File: src/rtl/vx_commit_gather.sv
// vx_commit_gather: reassembles lane-sliced commit packets (NUM_LANES wide,
// indexed by pid, framed by sop/eop) into one full-warp commit record with
// a registered active-thread count. The record is held in FULL until the
// downstream handshake; a new packet may load in that same cycle.
module vx_commit_gather #(
  parameter int NUM_THREADS = 4,
  parameter int NUM_LANES   = 2,
  parameter int XLEN        = 32,
  parameter int NW_WIDTH    = 2,
  parameter int NR_BITS     = 6,
  parameter int PC_BITS     = 30,
  parameter int UUID_WIDTH  = 1,
  parameter int PID_WIDTH   = ((NUM_THREADS / NUM_LANES) > 1) ? $clog2(NUM_THREADS / NUM_LANES) : 1
) (
  input  logic                        clk,
  input  logic                        reset_n,
  input  logic                        in_valid,
  output logic                        in_ready,
  input  logic [UUID_WIDTH-1:0]       in_uuid,
  input  logic [NW_WIDTH-1:0]         in_wid,
  input  logic [NUM_LANES-1:0]        in_tmask,
  input  logic [PC_BITS-1:0]          in_PC,
  input  logic                        in_wb,
  input  logic [NR_BITS-1:0]          in_rd,
  input  logic [NUM_LANES*XLEN-1:0]   in_data,
  input  logic [PID_WIDTH-1:0]        in_pid,
  input  logic                        in_sop,
  input  logic                        in_eop,
  output logic                        out_valid,
  input  logic                        out_ready,
  output logic [UUID_WIDTH-1:0]       out_uuid,
  output logic [NW_WIDTH-1:0]         out_wid,
  output logic [PC_BITS-1:0]          out_PC,
  output logic                        out_wb,
  output logic [NR_BITS-1:0]          out_rd,
  output logic [NUM_THREADS-1:0]      out_tmask,
  output logic [NUM_THREADS*XLEN-1:0] out_data,
  output logic [$clog2(NUM_THREADS):0] out_count,
  output logic                        err
);
  localparam int NUM_SLICES = NUM_THREADS / NUM_LANES;
  localparam int CNT_W      = $clog2(NUM_THREADS) + 1;

  typedef enum logic [1:0] {IDLE, GATHER, FULL} state_t;
  state_t state_q, state_d;

  logic [NUM_LANES-1:0][XLEN-1:0]   in_d;
  logic [NUM_THREADS-1:0]           tmask_q, tmask_d;
  logic [NUM_THREADS-1:0][XLEN-1:0] data_q, data_d;
  logic [PID_WIDTH-1:0]             exp_pid_q;
  logic [CNT_W-1:0]                 count_q;
  logic                             fire, start, cont, stray, pid_bad, wid_bad, err_d;

  assign in_d = in_data;

  // start: any accepted sop; cont: accepted slice continuing an open record;
  // stray: accepted non-sop with no open record (dropped).
  assign fire    = in_valid && in_ready;
  assign start   = fire && in_sop;
  assign cont    = fire && !in_sop && (state_q == GATHER);
  assign stray   = fire && !in_sop && (state_q != GATHER);
  assign pid_bad = (NUM_SLICES > 1) && (in_pid != exp_pid_q);
  assign wid_bad = (in_wid != out_wid);
  assign err_d   = (start && state_q == GATHER) || stray || (cont && (pid_bad || wid_bad));

  function automatic logic [CNT_W-1:0] popcnt(input logic [NUM_THREADS-1:0] m);
    popcnt = '0;
    for (int i = 0; i < NUM_THREADS; i++) popcnt += CNT_W'(m[i]);
  endfunction

  // Per-thread slot: a sop clears every slot and fills the addressed slice,
  // a continuation OR-merges the mask bit and overwrites the data word.
  for (genvar t = 0; t < NUM_THREADS; t++) begin : g_thr
    localparam int S = t / NUM_LANES;
    localparam int L = t % NUM_LANES;
    logic hit;
    assign hit = (NUM_SLICES == 1) || (in_pid == PID_WIDTH'(S));
    assign tmask_d[t] = start ? (hit & in_tmask[L])
                      : (cont && hit) ? (tmask_q[t] | in_tmask[L]) : tmask_q[t];
    assign data_d[t]  = start ? (hit ? in_d[L] : '0)
                      : (cont && hit) ? in_d[L] : data_q[t];
  end

  // State register.
  always_ff @(posedge clk or negedge reset_n) begin
    if (!reset_n) state_q <= IDLE;
    else          state_q <= state_d;
  end

  // Next state: a loaded slice decides GATHER/FULL by eop; a drain without a
  // new sop returns to IDLE.
  always_comb begin
    state_d = state_q;
    if (start || cont)                      state_d = in_eop ? FULL : GATHER;
    else if (state_q == FULL && out_ready)  state_d = IDLE;
  end

  // Handshake outputs; in_ready passes out_ready through so FULL can drain
  // and reload in the same cycle.
  always_comb begin
    out_valid = (state_q == FULL);
    in_ready  = (state_q != FULL) || out_ready;
  end

  // Record datapath, header latched at sop, expected pid and error pulse.
  always_ff @(posedge clk or negedge reset_n) begin
    if (!reset_n) begin
      tmask_q   <= '0;
      data_q    <= '0;
      count_q   <= '0;
      exp_pid_q <= '0;
      err       <= 1'b0;
      out_uuid  <= '0;
      out_wid   <= '0;
      out_PC    <= '0;
      out_wb    <= 1'b0;
      out_rd    <= '0;
    end else begin
      tmask_q <= tmask_d;
      data_q  <= data_d;
      count_q <= popcnt(tmask_d);
      err     <= err_d;
      if (start) begin
        out_uuid  <= in_uuid;
        out_wid   <= in_wid;
        out_PC    <= in_PC;
        out_wb    <= in_wb;
        out_rd    <= in_rd;
        exp_pid_q <= in_pid + PID_WIDTH'(1);
      end else if (cont) begin
        exp_pid_q <= exp_pid_q + PID_WIDTH'(1);
      end
    end
  end

  assign out_tmask = tmask_q;
  assign out_data  = data_q;
  assign out_count = count_q;
endmodule

File: config.mk
export PLATFORM = sky130hd
export DESIGN_NAME = vx_commit_gather
export DESIGN_NICKNAME = d
export VERILOG_FILES = /design/src/rtl/vx_commit_gather.sv
export SDC_FILE = /design/constraint.sdc
export NUM_CORES = 1
export LEC_CHECK = 0
export BUFFER_PORTS_ARGS = -buffer_cell sky130_fd_sc_hd__buf_2
export CORE_UTILIZATION = 52
export DETAILED_ROUTE_END_ITERATION = 8
export PLACE_DENSITY = 0.83
export SYNTH_ARGS = -nofsm -noshare
export SYNTH_HDL_FRONTEND = slang
export SYNTH_SLANG_ARGS = --single-unit
File: constraint.sdc
create_clock -name clk -period 3.4 [get_ports clk]
set_input_delay 0.51 -clock clk [delete_from_list [all_inputs] [get_ports clk]]
set_output_delay 0.51 -clock clk [all_outputs]
set_load 0.01 [all_outputs]
==> qor.csv <==
stage;metric;value;unit
run_status;status;finished clean;
sta;max_slew headroom;49.60;%
die;die width;119.6;um
setup_path;Critical Path AT;2840;ps
layout;post-route insts no fill;1034;
die;Initial Util;53.87;%
die;I/O pin cnt;291;
die;Die Y;119.6;um
routing;Detailed Route WL;18.24;mm
placement;Detail Placement HPWL;12.40;mm
cts;H-tree depth;4;
routing;Vias/cell;5.404;
cts;post_cts resized;0;
run;total of max-cap violations;0;
routing;iteration-0 DRC count of the detailed router;479;
die;Die Area;14300;um2
worst_hold_path;HP Class;in -> async;
setup_path;CP Max Fanout;12;
placement;PortBufs;290;
cts;cts bufs inserted;17;
sta;final count of negative-setup-slack endpoints;0;
sta;hold_ws;98.05;ps
layout;fin nets;960;
cts;setup bufs post-CTS;0;
synthesis;Mapped Nets;680;
power;Design Power;6.120;mW
cts;clk root buf;clkbuf_16;
setup_path;FF-to-FF End;out_count[1];
placement;DP Worst Slack;800.1;ps
routing;ANT nets after route;0;
cts;CTS clk-pin slew, worst paths;60;ps
setup_path;Critical Path Start Type;flop;
power;PwrDens;655.5;nW/um2
cts;CTS Sinks;179;
synthesis;post-synthesis sequential area ratio;62.29;%
synthesis;Avg Cell Area, Syn;12.75;um2
placement;placed insts;1001;
routing;via count;5588;
setup_path;critical path class;reg -> reg;
sta;max-slew violations;0;
sta;setup ws final;868.1;ps
synthesis;Post-Syn Area;7191;um2
global_route;vias in the first global route;5625;
placement;Placer Congestion;0.7976;
layout;Area Overhead vs Synth;29.84;%
layout;layout cells sized above 1;44.16;%
sta;Worst-Margin Slew;756.0;ps
global_route;largest net degree at the start of global routing;72;
sta;fmax;395.0;MHz
power;LEAKAGE;5.057;nW
setup_path;worst r2r src;state_q[1];
sta;skew final;4.960;ps
power;peak supply drop;376.0;uV
setup_path;CP Capture Type;flop;
global_route;first-pass GRT wire length;29.53;mm
sta;period utilisation layout;74.47;%
routing;DR WL/cell;17.64;um
die;Core ar.;13350;um2
routing;DRC viols;0;
cts;CTS tree;done;
sta;min Tclk post-route;2532;ps
die;Rows;42;
cts;worst-skew pair later-pin latency;420;ps
sta;setup_tns;0;ps
routing;Initial DRT Pass Iterations;5;
sta;Hold Fails Final Rpt;0;
synthesis;Synth Register Bits;179;
global_route;grt total ovfl;0;
setup_path;worst-case reg-to-reg path depth;6;
setup_path;data required time of the worst path;3700;ps
cts;CTS max path bufs;2;
setup_path;reg-to-reg slack, setup;870;ps
global_route;GRT Overall Usage;26.68;%
synthesis;Post-Synthesis Cells;564;
global_route;initial antenna violation count;1;
synthesis;library cells used by synthesis;36;
sta;unrepaired setup endpoints after global routing;false;
cts;# hold bufs at CTS;0;
synthesis;Synth warnings;0;
-- metal layers --
layer  global-route usage [%]  routed length (um)
met2                    43.61                9218
met1                    34.38                7504
met4                    12.03                 485
met3                    5.466                1034
met5                        0                   0
-- flip-flops by register name, indices dropped and copies added (netlist names) --
| register | flops |
|---|---|
| err | 1 |
| out_wb | 1 |
| out_rd | 6 |
| state_q | 2 |
| out_wid | 2 |
| out_count | 3 |
| out_tmask | 4 |
| out_uuid | 1 |
| out_PC | 30 |
| exp_pid_q | 1 |
| out_data | 128 |
-- cells in the final DEF, fill, tap and decap left out, types with 3 or more instances in the layout --
cell type / count
dfrtp_1: 179
buf_2: 289
mux2_2: 40
buf_4: 11
clkinvlp_4: 4
bufinv_16: 4
a21oi_1: 4
o32ai_1: 64
inv_1: 132
clkbuf_16: 17
a22o_1: 66
xnor2_1: 3
-- stage by stage --
stage,area (um2),utilization (%)
finish,9336,69.95
global route,9334,69.93
global placement,8706,65.22
detailed placement,8706,65.22
CTS,9331,69.91
floorplan,7191,-
-- final cells by class --
cell class / instances / area, um2
timing repair buffer: 303 / 1580
tap: 176 / 220.2
antenna: 2 / 5.005
clock inverter: 11 / 178.9
sequential: 179 / 4479
inverter: 132 / 495.5
fill: 949 / 4011
multi-input combinational: 211 / 1931
clock buffer: 20 / 446.7
-- worst max path at each step --
stage,start,end,cells past startpoint
6_report,state_q[1],out_count[1],6
5_1_grt,state_q[0],out_count[1],6
4_1_cts,state_q[1],out_count[1],6
3_5_place_dp,in_sop,out_count[1],7
3_3_place_gp,in_sop,out_count[1],7
2_1_floorplan,in_valid,out_count[1],9
-- report_power, final --
| group | leakage [nW] | switching (mW) | total [mW] | internal, mW |
|---|---|---|---|---|
| Clock | 0.290 | 0.812 | 2.06 | 1.25 |
| Combinational | 2.47 | 0.729 | 1.34 | 0.613 |
| Sequential | 2.30 | 0.216 | 2.71 | 2.50 |
| Total | 5.06 | 1.76 | 6.12 | 4.36 |
-- cell usage after synthesis, drive strengths merged --
library cell  number  area share, %
a211oi             1           0.17
clkbuf             2           0.10
a211o              1           0.12
a21o               1           0.10
nand4              1          0.087
buf               40            4.0
o2111a             1           0.16
xnor2              3           0.37
a22o              66            8.0
or3b               1           0.12
mux2              40            6.3
a32o               2           0.28
o21ai              4           0.28
nor2b              2           0.17
o32ai             64            7.8
o211a              2           0.28
ha                 2           0.35
and2               1          0.087
fa                 1           0.28
nand2              3           0.19
a2111o             1           0.16
inv              132            6.9
nor2               2           0.10
o211ai             2           0.21
nor4bb             1           0.14
a21oi              4           0.28
a31oi              2           0.38
nand2b             1          0.087
nor3b              1           0.10
dfrtp            179             62
a32oi              1           0.12
-- worst max-delay path: stages (launching register included) --
cell	delay [ps]
dfrtp_1	580
or3b_1	460
nand2_2	200
a22o_1	240
fa_1	450
ha_1	220
ha_1	270
-- kinds of logic after synthesis --
kind of cell / after synthesis / synth area share, %
XOR/XNOR: 3 / 0.3655
AND/OR/NAND/NOR: 13 / 1.097
buffers and inverters: 174 / 10.98
adder cells (fa/ha/maj): 3 / 0.6264
flip-flops: 179 / 62.29
multiplexers: 40 / 6.264
AO/OA/AOI/OAI: 152 / 18.37
No activity file was read; power rests on OpenSTA's default activity.
